**config.mk**
```make
export PLATFORM = sky130hd
export DESIGN_NAME = serial_adder
export DESIGN_NICKNAME = d
export VERILOG_FILES = /design/src/rtl/serial_adder_pkg.sv /design/src/rtl/fa_cell.sv /design/src/rtl/serial_adder.sv
export SDC_FILE = /design/constraint.sdc
export NUM_CORES = 1
export LEC_CHECK = 0
export BUFFER_PORTS_ARGS = -buffer_cell sky130_fd_sc_hd__clkbuf_2
export CORE_MARGIN = 2
export CORE_UTILIZATION = 45
export DETAILED_ROUTE_END_ITERATION = 8
export GPL_ROUTABILITY_DRIVEN = 0
export PLACE_DENSITY = 0.7
export RECOVER_POWER = 25
export SYNTH_ARGS = -nofsm -noshare
export SYNTH_HDL_FRONTEND = slang
export SYNTH_SLANG_ARGS = --single-unit
```
**constraint.sdc**
```tcl
create_clock -name clk -period 1.3 [get_ports clk]
set_input_delay 0.195 -clock clk [delete_from_list [all_inputs] [get_ports clk]]
set_output_delay 0.195 -clock clk [all_outputs]
set_load 0.005 [all_outputs]
```
**src/rtl/serial_adder_pkg.sv**
```systemverilog
// serial_adder_pkg: shared types, constants and bit-level helpers for the
// bit-serial adder. The optional signed-overflow output is controlled by the
// SERIAL_ADDER_OVF_EN macro in serial_adder.sv.
package serial_adder_pkg;

  // Default operand/result width in bits (legal values are >= 2).
  localparam int DEFAULT_WIDTH = 8;

  // Control FSM states.
  typedef enum logic [1:0] {
    IDLE  = 2'd0,
    SHIFT = 2'd1,
    DONE  = 2'd2
  } state_e;

  // Three-input exclusive OR (full-adder sum bit).
  function automatic logic xor3(input logic x, input logic y, input logic z);
    return x ^ y ^ z;
  endfunction

  // Three-input majority (full-adder carry bit).
  function automatic logic maj3(input logic x, input logic y, input logic z);
    return (x & y) | (x & z) | (y & z);
  endfunction

endpackage

```
**src/rtl/fa_cell.sv**
```systemverilog
// fa_cell: purely combinational one-bit full adder. The serial adder
// instantiates a single copy and reuses it every cycle.
module fa_cell
  import serial_adder_pkg::*;
(
  input  logic a,
  input  logic b,
  input  logic c,
  output logic sum,
  output logic carry
);

  assign sum   = xor3(a, b, c);
  assign carry = maj3(a, b, c);

endmodule

```
**src/rtl/serial_adder.sv**
```systemverilog
// serial_adder: bit-serial ripple adder. Two WIDTH-bit operands are added LSB
// first, one bit per clock, through one shared full-adder cell and a carry
// flop; the result is accumulated in a right-shifting register.
// Handshake: start (accepted in IDLE or DONE) -> busy during SHIFT -> one-cycle
// done pulse with sum/cout final.
// Optional feature: define SERIAL_ADDER_OVF_EN to add the signed-overflow
// output ovf (carry into MSB XOR carry out of MSB), held like cout.
module serial_adder
  import serial_adder_pkg::*;
#(
  parameter int WIDTH = DEFAULT_WIDTH
) (
  input  logic             clk,
  input  logic             rst,
  input  logic             start,
  input  logic [WIDTH-1:0] a,
  input  logic [WIDTH-1:0] b,
  input  logic             cin,
  output logic             busy,
  output logic             done,
  output logic [WIDTH-1:0] sum,
  output logic             cout
`ifdef SERIAL_ADDER_OVF_EN
  ,
  output logic             ovf
`endif
);

  // Counter sized to index every bit position of the operands.
  localparam int             CW       = $clog2(WIDTH);
  localparam logic [CW-1:0]  CNT_ZERO = CW'(0);
  localparam logic [CW-1:0]  CNT_ONE  = CW'(1);
  localparam logic [CW-1:0]  LAST_CNT = CW'(WIDTH - 1);

  state_e           state_r;
  logic [WIDTH-1:0] a_r;
  logic [WIDTH-1:0] b_r;
  logic             carry_r;
  logic [CW-1:0]    cnt_r;
  logic [WIDTH-1:0] sum_r;
  logic             cout_r;
  logic             busy_r;
  logic             done_r;
  logic             ovf_r;

  logic             fa_sum_s;
  logic             fa_carry_s;
  logic             accept_s;
  logic             last_bit_s;

  // The single full-adder stage, fed from the operand LSBs and the carry flop.
  fa_cell u_fa (
    .a     (a_r[0]),
    .b     (b_r[0]),
    .c     (carry_r),
    .sum   (fa_sum_s),
    .carry (fa_carry_s)
  );

  // Decode: a start request is honoured only in IDLE or DONE; flag the final bit.
  always_comb begin
    accept_s   = 1'b0;
    last_bit_s = 1'b0;
    if ((state_r == IDLE) || (state_r == DONE)) begin
      accept_s = start;
    end else begin
      accept_s = 1'b0;
    end
    if ((state_r == SHIFT) && (cnt_r == LAST_CNT)) begin
      last_bit_s = 1'b1;
    end else begin
      last_bit_s = 1'b0;
    end
  end

  // Control FSM, operand/result shift registers, counter and registered outputs.
  always_ff @(posedge clk) begin
    if (rst) begin
      state_r <= IDLE;
      a_r     <= {WIDTH{1'b0}};
      b_r     <= {WIDTH{1'b0}};
      carry_r <= 1'b0;
      cnt_r   <= CNT_ZERO;
      sum_r   <= {WIDTH{1'b0}};
      cout_r  <= 1'b0;
      busy_r  <= 1'b0;
      done_r  <= 1'b0;
      ovf_r   <= 1'b0;
    end else begin
      case (state_r)
        IDLE, DONE: begin
          // done is a single-cycle pulse; it always drops after DONE.
          done_r <= 1'b0;
          if (accept_s) begin
            a_r     <= a;
            b_r     <= b;
            carry_r <= cin;
            cnt_r   <= CNT_ZERO;
            sum_r   <= {WIDTH{1'b0}};
            cout_r  <= 1'b0;
            ovf_r   <= 1'b0;
            busy_r  <= 1'b1;
            state_r <= SHIFT;
          end else begin
            busy_r  <= 1'b0;
            state_r <= IDLE;
          end
        end
        SHIFT: begin
          // One bit per edge; start is deliberately ignored here.
          sum_r   <= {fa_sum_s, sum_r[WIDTH-1:1]};
          a_r     <= {1'b0, a_r[WIDTH-1:1]};
          b_r     <= {1'b0, b_r[WIDTH-1:1]};
          carry_r <= fa_carry_s;
          cnt_r   <= cnt_r + CNT_ONE;
          if (last_bit_s) begin
            // carry_r is the carry into the MSB, fa_carry_s the carry out.
            cout_r  <= fa_carry_s;
            ovf_r   <= carry_r ^ fa_carry_s;
            busy_r  <= 1'b0;
            done_r  <= 1'b1;
            state_r <= DONE;
          end else begin
            busy_r  <= 1'b1;
            done_r  <= 1'b0;
            state_r <= SHIFT;
          end
        end
        default: begin
          // Unreachable encoding: recover to a quiet IDLE.
          busy_r  <= 1'b0;
          done_r  <= 1'b0;
          cnt_r   <= CNT_ZERO;
          state_r <= IDLE;
        end
      endcase
    end
  end

  assign busy = busy_r;
  assign done = done_r;
  assign sum  = sum_r;
  assign cout = cout_r;

`ifdef SERIAL_ADDER_OVF_EN
  assign ovf = ovf_r;
`else
  // Overflow register is still built for a uniform reset structure but is
  // unobservable and will be trimmed; keep lint quiet about it being unused.
  logic unused_ovf_s;
  assign unused_ovf_s = ovf_r;
`endif

endmodule

```
# Word-level counts from Yosys, hierarchy flattened
# Cells that the tools add are included.
# word_totals
regBits,33
word_cells,53
# op_classes
n_addsub,1
eq_ne,5
n_mux,22
n_bitwise,8
n_reduce_logical,8
# ops
operator,count
case mux 8 bit (2 select lines),3
two-way mux 8 bit,3
two-way mux 1 bit,9
case mux 1 bit (2 select lines),3
case mux 3 bit (2 select lines),1
inequality test 2 bit (second input constant),2
case mux 2 bit (2 select lines),1
OR reduction 2 bit,2
adder 3 x 1 -> 3 bit (second input constant),1
bitwise AND 1 bit,3
equality test 3 bit (second input constant),1
two-way mux 3 bit,1
AND reduction 3 bit,1
equality test 2 x 1 -> 1 bit (second input constant),1
equality test 2 bit (second input constant),1
logical NOT 2 bit,1
two-way mux 2 bit,1
OR 1 bit,2
AND reduction 2 bit,1
nonzero test 2 bit,1
bitwise XOR 1 bit,2
logical AND 1 bit,1
logical OR 1 bit,1
NOT 1 bit,1

# Logic depth before layout (Yosys ltp)
# Gate-level depths: netlist of the first run.
# logic_depth
depth_word,5
depth_mapped,6

# Modules after synthesis
# From an unflattened synthesis of the first run, not the netlist that was laid out.
# hier_totals
cells_unflattened,146
area_unflattened_um2,1505.2
# by_module_without_submodules
module,instances,cells_each,area_each_um2,seq_area_each_um2
serial_adder,1,145,1485.2,640.6
fa_cell,1,1,20.0,0.0

# Least setup slack after synthesis of the first run
# Ideal clock, no wire load.
# synth_path
kind,reg2reg
start,register carry_r
end,register cout_r (netlist: cout)
t_arrival_ps,1212
required_time_ps,1234
setup_slack_ps,22
stages_incl_launch_ff,6
period_less_slack_ps,1278
cell_sequence,dfxtp_1 > inv_1 > fa_1 > nor4bb_1 > a31oi_2 > nor2_1
# synth_between
elab_chain_cells,5
word_cells_on_any_way,6
cone_classes,mux: 2; bitwise: 4
# synth_lines
item,line_no,text
start: declaration,serial_adder.sv:38,logic carry_r;
start signal: assignment,serial_adder.sv:97,carry_r <= cin;
start signal: assignment,serial_adder.sv:114,carry_r <= fa_carry_s;
bitwise AND 1 bit,serial_adder_pkg.sv:23,return (x & y) | (x & z) | (y & z);
OR 1 bit,serial_adder_pkg.sv:23,
OR 1 bit *,serial_adder_pkg.sv:23,
two-way mux 1 bit *,serial_adder.sv:116,if (last_bit_s) begin
case mux 1 bit (2 select lines) *,serial_adder.sv:90,case (state_r)
end signal: assignment,serial_adder.sv:118,cout_r <= fa_carry_s;
end: declaration,serial_adder.sv:41,logic cout_r;
# Mark *: on every way between the ends. The rest lies on a longest branch, timed or not. The select of a mux whose other input is x is not followed.
# A chain may end at the register's enable or synchronous reset.

# Final worst setup path of the first run
# layout_path
start,register a_r[0]
end,register cout_r (netlist: cout)
# layout_between
elab_chain_cells,5
word_cells_on_any_way,6
cone_classes,mux: 2; bitwise: 4
# layout_lines
item,line_no,text
start: declaration,serial_adder.sv:36,logic [WIDTH-1:0] a_r;
start signal: assignment,serial_adder.sv:80,a_r <= {WIDTH{1'b0}};
start signal: assignment,serial_adder.sv:112,"a_r <= {1'b0, a_r[WIDTH-1:1]};"
bitwise AND 1 bit,serial_adder_pkg.sv:23,
OR 1 bit * (2 in series),serial_adder_pkg.sv:23,
two-way mux 1 bit *,serial_adder.sv:116,
case mux 1 bit (2 select lines) *,serial_adder.sv:90,
# Marked as above.

==> results of run 1 <==
-- repair_timing --
item	4_1_cts	5_1_grt
endpoints found under the setup margin	1	13
setup buffers	0	0
gates resized for setup	4	4
gates cloned	0	0
pin swaps	2	1
-- placed cells by master, fill, tap and decap left out, types with 4 or more instances in the layout --
master     n
nor3_2     9
clkbuf_2  28
dfxtp_1   29
nor2_1     8
nand2_1   11
nand3_2    8
a21oi_2    8
o22ai_1   14
clkbuf_4   5
nor3_1    15
a21oi_1    4
buf_4      5
-- power groups by stage --
stage	registers, mW	logic [mW]	clock network (mW)
floorplan	1.09	0.283	0
global placement	1.10	0.341	0
detailed placement	1.10	0.353	0
CTS	1.08	0.362	0.759
global route	1.09	0.396	0.793
finish	1.08	0.359	0.741
-- registers in the layout, summed over array words and instances, names as in the netlist --
register and count:
carry_r 1, b_r 8, cout 1, sum 8
done 1, cnt_r 3, a_r 8, state_r 2
-- stage by stage --
step                utilization [%]  instance area [um^2]  instances  total power [mW]  TNS [ns]
global route                   56.5                  1740        222              2.28   -0.0211
detailed placement             53.2                  1640        214              1.45   -0.0860
finish                         56.5                  1740        222              2.18         0
CTS                            56.2                  1730        222              2.20         0
floorplan                         -                  1470        146              1.37         0
global placement               53.2                  1640        214              1.44  -0.00665
-- routing by layer --
| layer | up-vias | track usage [%] | wire (um) | part of all wire, % |
|---|---|---|---|---|
| met2 | 23 | 33.0 | 1540 | 52 |
| met5 | - | 0 | 0 | 0 |
| met3 | 6 | 6.93 | 138 | 4.6 |
| met4 | 0 | 7.45 | 52 | 1.7 |
| li1 | 589 | - | - | - |
| met1 | 543 | 19.7 | 1240 | 42 |
-- worst max-delay path by stage --
stage	startpoint	endpoint	slack, ns	depth (start not counted)
after global placement	carry_r	cout	-0.007	5
after global routing	a_r[0]	cout	-0.02	5
after floorplan	carry_r	cout	0.02	5
after CTS	a_r[0]	cout	0.003	5
after detailed placement	carry_r	cout	-0.09	5
final	a_r[0]	cout	0.05	5
-- layout make-up --
cell class | instances | area share (%)
Inverter | 3 | 0.647
Clock buffer | 6 | 2.37
Clock inverter | 2 | 2.01
Multi-Input combinational cell | 98 | 41.8
Tap cell | 44 | 3.17
Sequential cell | 32 | 37.1
Timing Repair Buffer | 37 | 12.9
-- tightest hold or removal path, delay by kind of cell --
| family | cells | cell delay, ns |
|---|---|---|
| simple gates | 1 | 0.06 |
| buf+inv | 1 | 0.08 |
| compound gates | 1 | 0.04 |
-- logic make-up (layout without fill, tap and decap cells) --
| logic type | after synthesis | in the layout | synth area share (%) |
|---|---|---|---|
| AND/OR/NAND/NOR | 62 | 62 | 27.6 |
| adder cells (fa/ha/maj) | 3 | 3 | 3.07 |
| flip-flops | 32 | 32 | 43.6 |
| multiplexers | 1 | 1 | 0.681 |
| buffers and inverters | 16 | 48 | 8.60 |
| AO/OA/AOI/OAI | 32 | 32 | 16.4 |
==> run_results.csv, run 1 <==
group,metric,value,unit
outcome,status,"complete, no violations",
setup_path,cp.buffers_inverters,1,
sta,hold_violations,0,
power,p_sw_share,26.1,%
power,power_density,1250,nW/um^2
setup_path,max_stage_delay,0.40,ns
sta,holdWs,0.0759,ns
sta,clock_skew,0.00427,ns
synthesis,synthCells,146,
job,maxCapViolCount,0,
drt,first_pass_iters,3,
cts,clkTransAtPathRegs,0.10,ns
sta,max_freq,798,MHz
cts,clock-sinks,32,
power,leakage,0.652,nW
setup_path,timing.rr.end,"cout",
global_routing,grt_pass1_wl,4.92,mm
sta,rsz0062_at_grt,"yes",
synthesis,syn_nets,169,
sta,layout_min_cycle_time,1.25,ns
sta,slew_headroom,79.2,%
setup_path,critPathKind,"reg -> reg",
synthesis,synthTopCellsByArea,"dfxtp_1 (44%), nor3_2 (6.1%), o22ai_1 (6.0%)",
cts,cts_max_level,2,
die,num_rows,20,
synthesis,synth_edf_count,0,
cells_and_area,seqCellArea,644,um^2
sta,setup_viol,0,
cells_and_area,final_nets,200,
die,initial_utilization,47.7,%
global_routing,grt-ovfl-total,0,
global_routing,grt_max_degree,25,
place,dp_hpwl,2.14,mm
synthesis,synth-main-ff-cell,"dfxtp_1",
synthesis,post-synth-top-area-fraction,43.6,%
drt,vias,1161,
cells_and_area,area.growth.synth_to_final,18.4,%
drt,drc,0,
die,ioPinCount,31,
global_routing,antenna_found_initial,0,
power,power.share.clock,34.0,%
cells_and_area,final_layout_size_suffix_gt1_share,44.9,%
power,seqPwrFrac,49.6,%
synthesis,yosys-top-cells-count,"dfxtp_1 (32), nor3_1 (15), o22ai_1 (14), nand2_1 (11), nor3_2 (9)",
synthesis,ys_warn_count,0,
die,dieArea,3740,um^2
setup_path,reg2reg_from,"a_r[0]",
cts,clk_path_buf_depth,2,
drt,wl,2.98,mm
drt,viasPerCell,5.23,
synthesis,async_flop_share,0,%
setup_path,r2r_slack,0.05,ns
power,vdd_drop_max,731,uV
drt,drt_iter0_markers,9,
cts,cts_tree,"done",
worst_hold_path,holdPathStages,3,
cells_and_area,antennaDiodeCount,0,
place,preCtsSetupSlack,-0.0860,ns
cts,clock-root-buffer,"clkbuf_4",
drt,ant_nets,0,
die,die_w,61.1,um
synthesis,yosysTopAreaCell,"dfxtp_1",
synthesis,yosys.cell_count.top_type,"dfxtp_1",
synthesis,synth_cell_type_count,31,
worst_hold_path,holdPathEnd,"a_r[7]",
drt,wl_per_cell,13.4,um
cts,postCtsHoldBufs,0,
global_routing,grt_pass1_vias,1093,
setup_path,cp_top_family,"adder cells",
setup_path,cp-start-kind,"register",
power,power_frac_comb,16.5,%
die,core_area,3080,um^2
worst_hold_path,hold_start,"a[7]",
sta,tightest_slew,0.312,ns
power,internal_power,1.61,mW
cts,clock_latency,0.34,ns
setup_path,ff2ff_path_depth,5,
cells_and_area,multi_input_area,727,um^2
sta,slew_violations,0,
synthesis,synth_area,1470,um^2
setup_path,arrival,1.53,ns
setup_path,worstSetupEndpointType,"register",
setup_path,crit_slowest_cell,"fa_2",
place,io_buffers,30,
cts,cts_buffers,5,
global_routing,grt_usage,18.5,%
synthesis,ys_seq_area_share,43.6,%
die,die_h,61.1,um
setup_path,worstPathMaxFanout,2,
cells_and_area,nFillCells,306,
worst_hold_path,hold_path.class,"in -> reg",
sta,setup_ws,0.0475,ns
setup_path,required,1.58,ns
synthesis,avgSynthCellArea,10.1,um^2
sta,fin_crit_sh,96.3,%
power,p_sw,0.570,mW
setup_path,crit_chain,"inv_2 -> fa_2 -> nor4bb_4 -> a31oi_2 -> nor2_1",
synthesis,ys_seq_elements,32,
Power figures use the tool's default switching activity.
==> inputs of run 2 (changes only) <==
Settings changed: RECOVER_POWER 25 to 100.
==> run 2 against run 1 <==
Global-route usage did not move. Die area did not move. Maximum frequency is essentially flat. Count of clock-buffer cells in the layout is the same. Non-clock buffer count unchanged. Combinational power shrank 3%. Design area is 1.9% lower.
==> run_results.csv, run 2 (synthesized netlist as in run 1, its figures left out) <==
group,metric,value,unit
cts,clock_latency,0.34,ns
global_routing,grt-ovfl-total,0,
cells_and_area,final_nets,200,
sta,holdWs,0.0744,ns
cells_and_area,antennaDiodeCount,0,
drt,ant_nets,0,
power,internal_power,1.60,mW
drt,maxUsedRoutingLayer,"met4",
cts,clkTransAtPathRegs,0.10,ns
sta,setup_viol,0,
drt,vias,1162,
sta,hold_violations,0,
setup_path,crit_chain,"inv_2 -> fa_2 -> nor4bb_4 -> a31oi_2 -> nor2_1",
global_routing,antenna_found_initial,0,
power,p_sw,0.567,mW
die,num_rows,20,
power,vdd_drop_max,731,uV
sta,fin_crit_sh,96.3,%
cts,clk_path_buf_depth,2,
sta,slew_violations,0,
cts,postCtsHoldBufs,0,
global_routing,grt_max_degree,25,
setup_path,cp-start-kind,"register",
drt,wl_met3,138,um
cts,cts_buffers,5,
sta,clock_skew,0.00544,ns
global_routing,grt_usage,18.5,%
sta,slew_headroom,79.8,%
drt,drc,0,
cts,clock-sinks,32,
sta,layout_min_cycle_time,1.25,ns
place,io_buffers,30,
drt,wl_met2,1.55,mm
drt,first_pass_iters,4,
die,die_w,61.1,um
cells_and_area,final_cell_mix,"dfxtp_1 (29), clkbuf_2 (27), nor3_1 (16), o22ai_1 (14), nand2_1 (11)",
setup_path,worstSetupEndpointType,"register",
job,maxCapViolCount,0,
setup_path,crit_slowest_cell,"fa_2",
setup_path,max_stage_delay,0.40,ns
power,power_density,1270,nW/um^2
power,totalPowerFinal,2.17,mW
drt,drt_iter0_markers,18,
global_routing,grt_pass1_vias,1093,
drt,viasPerCell,5.23,
worst_hold_path,hold_path.class,"in -> reg",
drt,wl,2.98,mm
outcome,status,"complete, no violations",
place,dp_hpwl,2.14,mm
die,dieArea,3740,um^2
sta,rsz0062_at_grt,"yes",
setup_path,required,1.58,ns
drt,m1WireLength,1.24,mm
setup_path,worstPathMaxFanout,2,
power,power_frac_comb,16.1,%
cells_and_area,layout_commonest_cell,"dfxtp_1",
sta,tightest_slew,0.303,ns
die,initial_utilization,47.7,%
setup_path,arrival,1.53,ns
power,leakage,0.644,nW
die,ioPinCount,31,
cells_and_area,area.growth.synth_to_final,16.2,%
sta,max_freq,798,MHz
cts,post_cts_buffers,0,
cts,cts_max_level,2,
die,die_h,61.1,um
cts,clock-root-buffer,"clkbuf_4",
drt,wl_per_cell,13.4,um
power,power.share.clock,34.2,%
setup_path,critPathKind,"reg -> reg",
cells_and_area,final_layout_size_suffix_gt1_share,41.0,%
cts,cts_tree,"done",
power,seqPwrFrac,49.7,%
power,p_sw_share,26.1,%
global_routing,grt_pass1_wl,4.92,mm
die,core_area,3080,um^2
## run 2: critical path, delay by kind of cell (launching register included)
kind / cells / cell delay (ns)
adders and majority gates: 1 / 0.40
AOI/OAI and AO/OA: 1 / 0.05
buffers and inverters: 1 / 0.05
and+or+nand+nor: 2 / 0.37
DFF: 1 / 0.33
## run 2: metal layers
layer	GRT usage, %	up-vias
met1	19.7	545
met4	7.45	0
li1	-	588
met5	0	-
met3	6.93	6
met2	33.0	23
## run 2: path summary, 6_finish.rpt
| path | start | end | slack, ns | cells after the start |
|---|---|---|---|---|
| setup reg to reg | a_r[0] | cout | 0.05 | 5 |
| hold / removal | a[7] | a_r[7] | 0.07 | 3 |
| hold reg to reg | carry_r | carry_r | 0.48 | 2 |
| setup / recovery | a_r[0] | cout | 0.05 | 5 |
## run 2: cell type report
class,instances,area [um^2]
clock buffers,6,41.3
clock inverters,2,35.0
fillers,311,1370
inverters,3,11.3
multi-input cells,98,701
flip-flops and latches,32,644
well taps,44,55.1
repair buffers,37,219
## run 2: through the flow
step	setup TNS [ns]	utilization, %	instances	cell area [um^2]	setup slack (ns)
2_1_floorplan	0	-	146	1470	0.0223
3_3_place_gp	-0.00665	53.2	214	1640	-0.00665
3_5_place_dp	-0.0860	53.2	214	1640	-0.0860
4_1_cts	0	56.2	222	1730	0.00282
5_1_grt	-0.0287	55.4	222	1710	-0.0211
6_report	0	55.4	222	1710	0.0475
## run 2: what timing repair did
action,4_1_cts,5_1_grt
endpoints found under the setup margin,1,13
gates resized for setup,4,4
gates cloned,0,0
pin swaps,2,1
## run 2: power groups by stage
stage	sequential, mW	combinational, mW	clock (mW)
final	1.08	0.350	0.742
after global routing	1.09	0.387	0.793
after floorplan	1.09	0.283	0
after CTS	1.08	0.362	0.759
after global placement	1.10	0.341	0
after detailed placement	1.10	0.353	0
==> inputs of run 3 (changes only) <==
==> constraint.sdc (replaced) <==
create_clock -name clk -period 1.3 [get_ports clk]
set_input_delay 0.065 -clock clk [delete_from_list [all_inputs] [get_ports clk]]
set_output_delay 0.065 -clock clk [all_outputs]
set_load 0.005 [all_outputs]
==> run 3 against run 2 <==
Routed wire length up 5.4%. First-iteration DRC count up 120%. Design area down 0.22%. Sequential share of layout area about the same. Combinational power up 3%. Highest routed layer unchanged.
==> run_results.csv, run 3 (synthesized netlist as in run 1, its figures left out) <==
group,metric,value,unit
die,dieArea,3740,um^2
sta,setup_viol,0,
setup_path,worstSetupEndpointType,"register",
setup_path,required,1.57,ns
setup_path,crit_chain,"inv_1 -> fa_2 -> nor4bb_4 -> a31oi_2 -> nor2_1",
worst_hold_path,holdPathEnd,"b_r[3]",
worst_hold_path,hold_path.class,"in -> reg",
cells_and_area,utilization,55.3,%
power,leakage,0.651,nW
sta,rsz0062_at_grt,"yes",
global_routing,grt_pass1_wl,5.11,mm
sta,max_freq,775,MHz
global_routing,antenna_found_initial,0,
sta,layout_min_cycle_time,1.29,ns
sta,clock_skew,0.00584,ns
die,initial_utilization,47.7,%
cts,cts_max_level,2,
sta,slew_headroom,78.3,%
drt,ant_nets,0,
setup_path,arrival,1.55,ns
cells_and_area,final_nets,204,
die,core_area,3080,um^2
power,vdd_drop_max,430,uV
cts,clock_latency,0.32,ns
die,die_h,61.1,um
setup_path,ff2ff_path_depth,5,
drt,drt_iter0_markers,39,
job,maxCapViolCount,0,
sta,slew_violations,0,
cells_and_area,final_layout_size_suffix_gt1_share,37.9,%
power,internal_power,1.47,mW
power,power_density,1190,nW/um^2
sta,tightest_slew,0.326,ns
setup_path,max_stage_delay,0.41,ns
sta,hold_violations,0,
cts,post_cts_buffers,0,
global_routing,grt_usage,18.9,%
place,dp_hpwl,2.22,mm
power,p_sw_share,27.0,%
drt,drc,0,
sta,setup_tns,0,ns
worst_hold_path,holdPathStages,3,
setup_path,r2r_slack,0.01,ns
cells_and_area,antennaDiodeCount,0,
setup_path,critPathKind,"reg -> reg",
drt,wl_per_cell,13.9,um
die,die_w,61.1,um
setup_path,reg2reg_from,"carry_r",
cells_and_area,layout_commonest_cell,"dfxtp_1",
drt,viasPerCell,5.29,
outcome,status,"complete, no violations",
power,seqPwrFrac,53.5,%
power,power_frac_comb,17.9,%
die,num_rows,20,
cts,cts_tree,"done",
worst_hold_path,hold_start,"b[3]",
global_routing,grt_max_degree,25,
die,ioPinCount,31,
setup_path,timing.rr.end,"cout",
global_routing,grt-ovfl-total,0,
cells_and_area,final_cell_mix,"dfxtp_1 (30), clkbuf_2 (28), nor3_1 (16), o22ai_1 (14), nand2_1 (11)",
drt,wl,3.14,mm
cells_and_area,area.growth.synth_to_final,15.9,%
cts,cts_buffers,5,
sta,fin_crit_sh,99.2,%
drt,vias,1196,
cts,clock-sinks,32,
cts,clock-root-buffer,"clkbuf_4",
power,power.share.clock,28.6,%
setup_path,crit_slowest_cell,"fa_2",
cts,clkTransAtPathRegs,0.09,ns
power,p_sw,0.544,mW
drt,first_pass_iters,4,
setup_path,worstPathMaxFanout,2,
global_routing,grt_pass1_vias,1150,
place,io_buffers,30,
setup_path,cp-start-kind,"register",
cts,clk_path_buf_depth,2,
## run 3: how the worst max path moves through the flow
stage	from	endpoint	slack [ns]	depth (start not counted)
global route	carry_r	cout	-0.04	5
CTS	carry_r	cout	0.009	5
finish	carry_r	cout	0.01	5
global placement	carry_r	cout	-0.003	5
floorplan	carry_r	cout	0.02	5
detailed placement	carry_r	cout	-0.06	5
## run 3: power by group through the flow
stage               Sequential [mW]  Clock [mW]  Combinational, mW
global placement               1.10           0              0.337
finish                         1.08       0.578              0.361
floorplan                      1.09           0              0.283
detailed placement             1.10           0              0.355
CTS                            1.08       0.600              0.367
global route                   1.09       0.644              0.400
## run 3: layout make-up
type	count	area, um^2
flip-flops and latches	32	643
inverters	3	11.3
fillers	300	1380
clock buffers	8	58.8
repair buffers	41	250
multi-input cells	98	684
well taps	44	55.1
## run 3: layer usage
metal / track usage (%) / wire (um) / share of wire [%] / vias to the layer above
met5: 0 / 0 / 0 / -
met1: 21.2 / 1350 / 43 / 572
met2: 33.0 / 1620 / 51 / 25
met4: 6.52 / 40 / 1.3 / 0
met3: 6.93 / 134 / 4.3 / 6
li1: - / - / - / 593
## run 3: repair_timing
action,4_1_cts,5_1_grt
hold buffers,3,0
pin swaps,1,1
hold endpoints to repair,3,0
cloned,0,0
setup endpoints to repair,1,9
gates resized for setup,3,2
## run 3: critical path: cells and delay by family (launching register included)
kind | cells | cell delay (ns)
buffers and inverters | 1 | 0.06
AND/OR/NAND/NOR | 2 | 0.38
AO/OA/AOI/OAI | 1 | 0.05
flip-flops | 1 | 0.34
adder cells (fa/ha/maj) | 1 | 0.41
## run 3: per-stage QoR
| stage | cell area (um^2) | worst slack, ns | std cells | hold slack, ns | total power [mW] |
|---|---|---|---|---|---|
| final | 1700 | 0.0101 | 226 | 0.0234 | 2.02 |
| after global placement | 1630 | -0.00327 | 215 | 0.298 | 1.43 |
| after global routing | 1700 | -0.0433 | 226 | 0.0251 | 2.13 |
| after CTS | 1730 | 0.00939 | 226 | 0.0149 | 2.05 |
| after floorplan | 1470 | 0.0223 | 146 | 0.133 | 1.37 |
| after detailed placement | 1630 | -0.0620 | 215 | 0.302 | 1.46 |
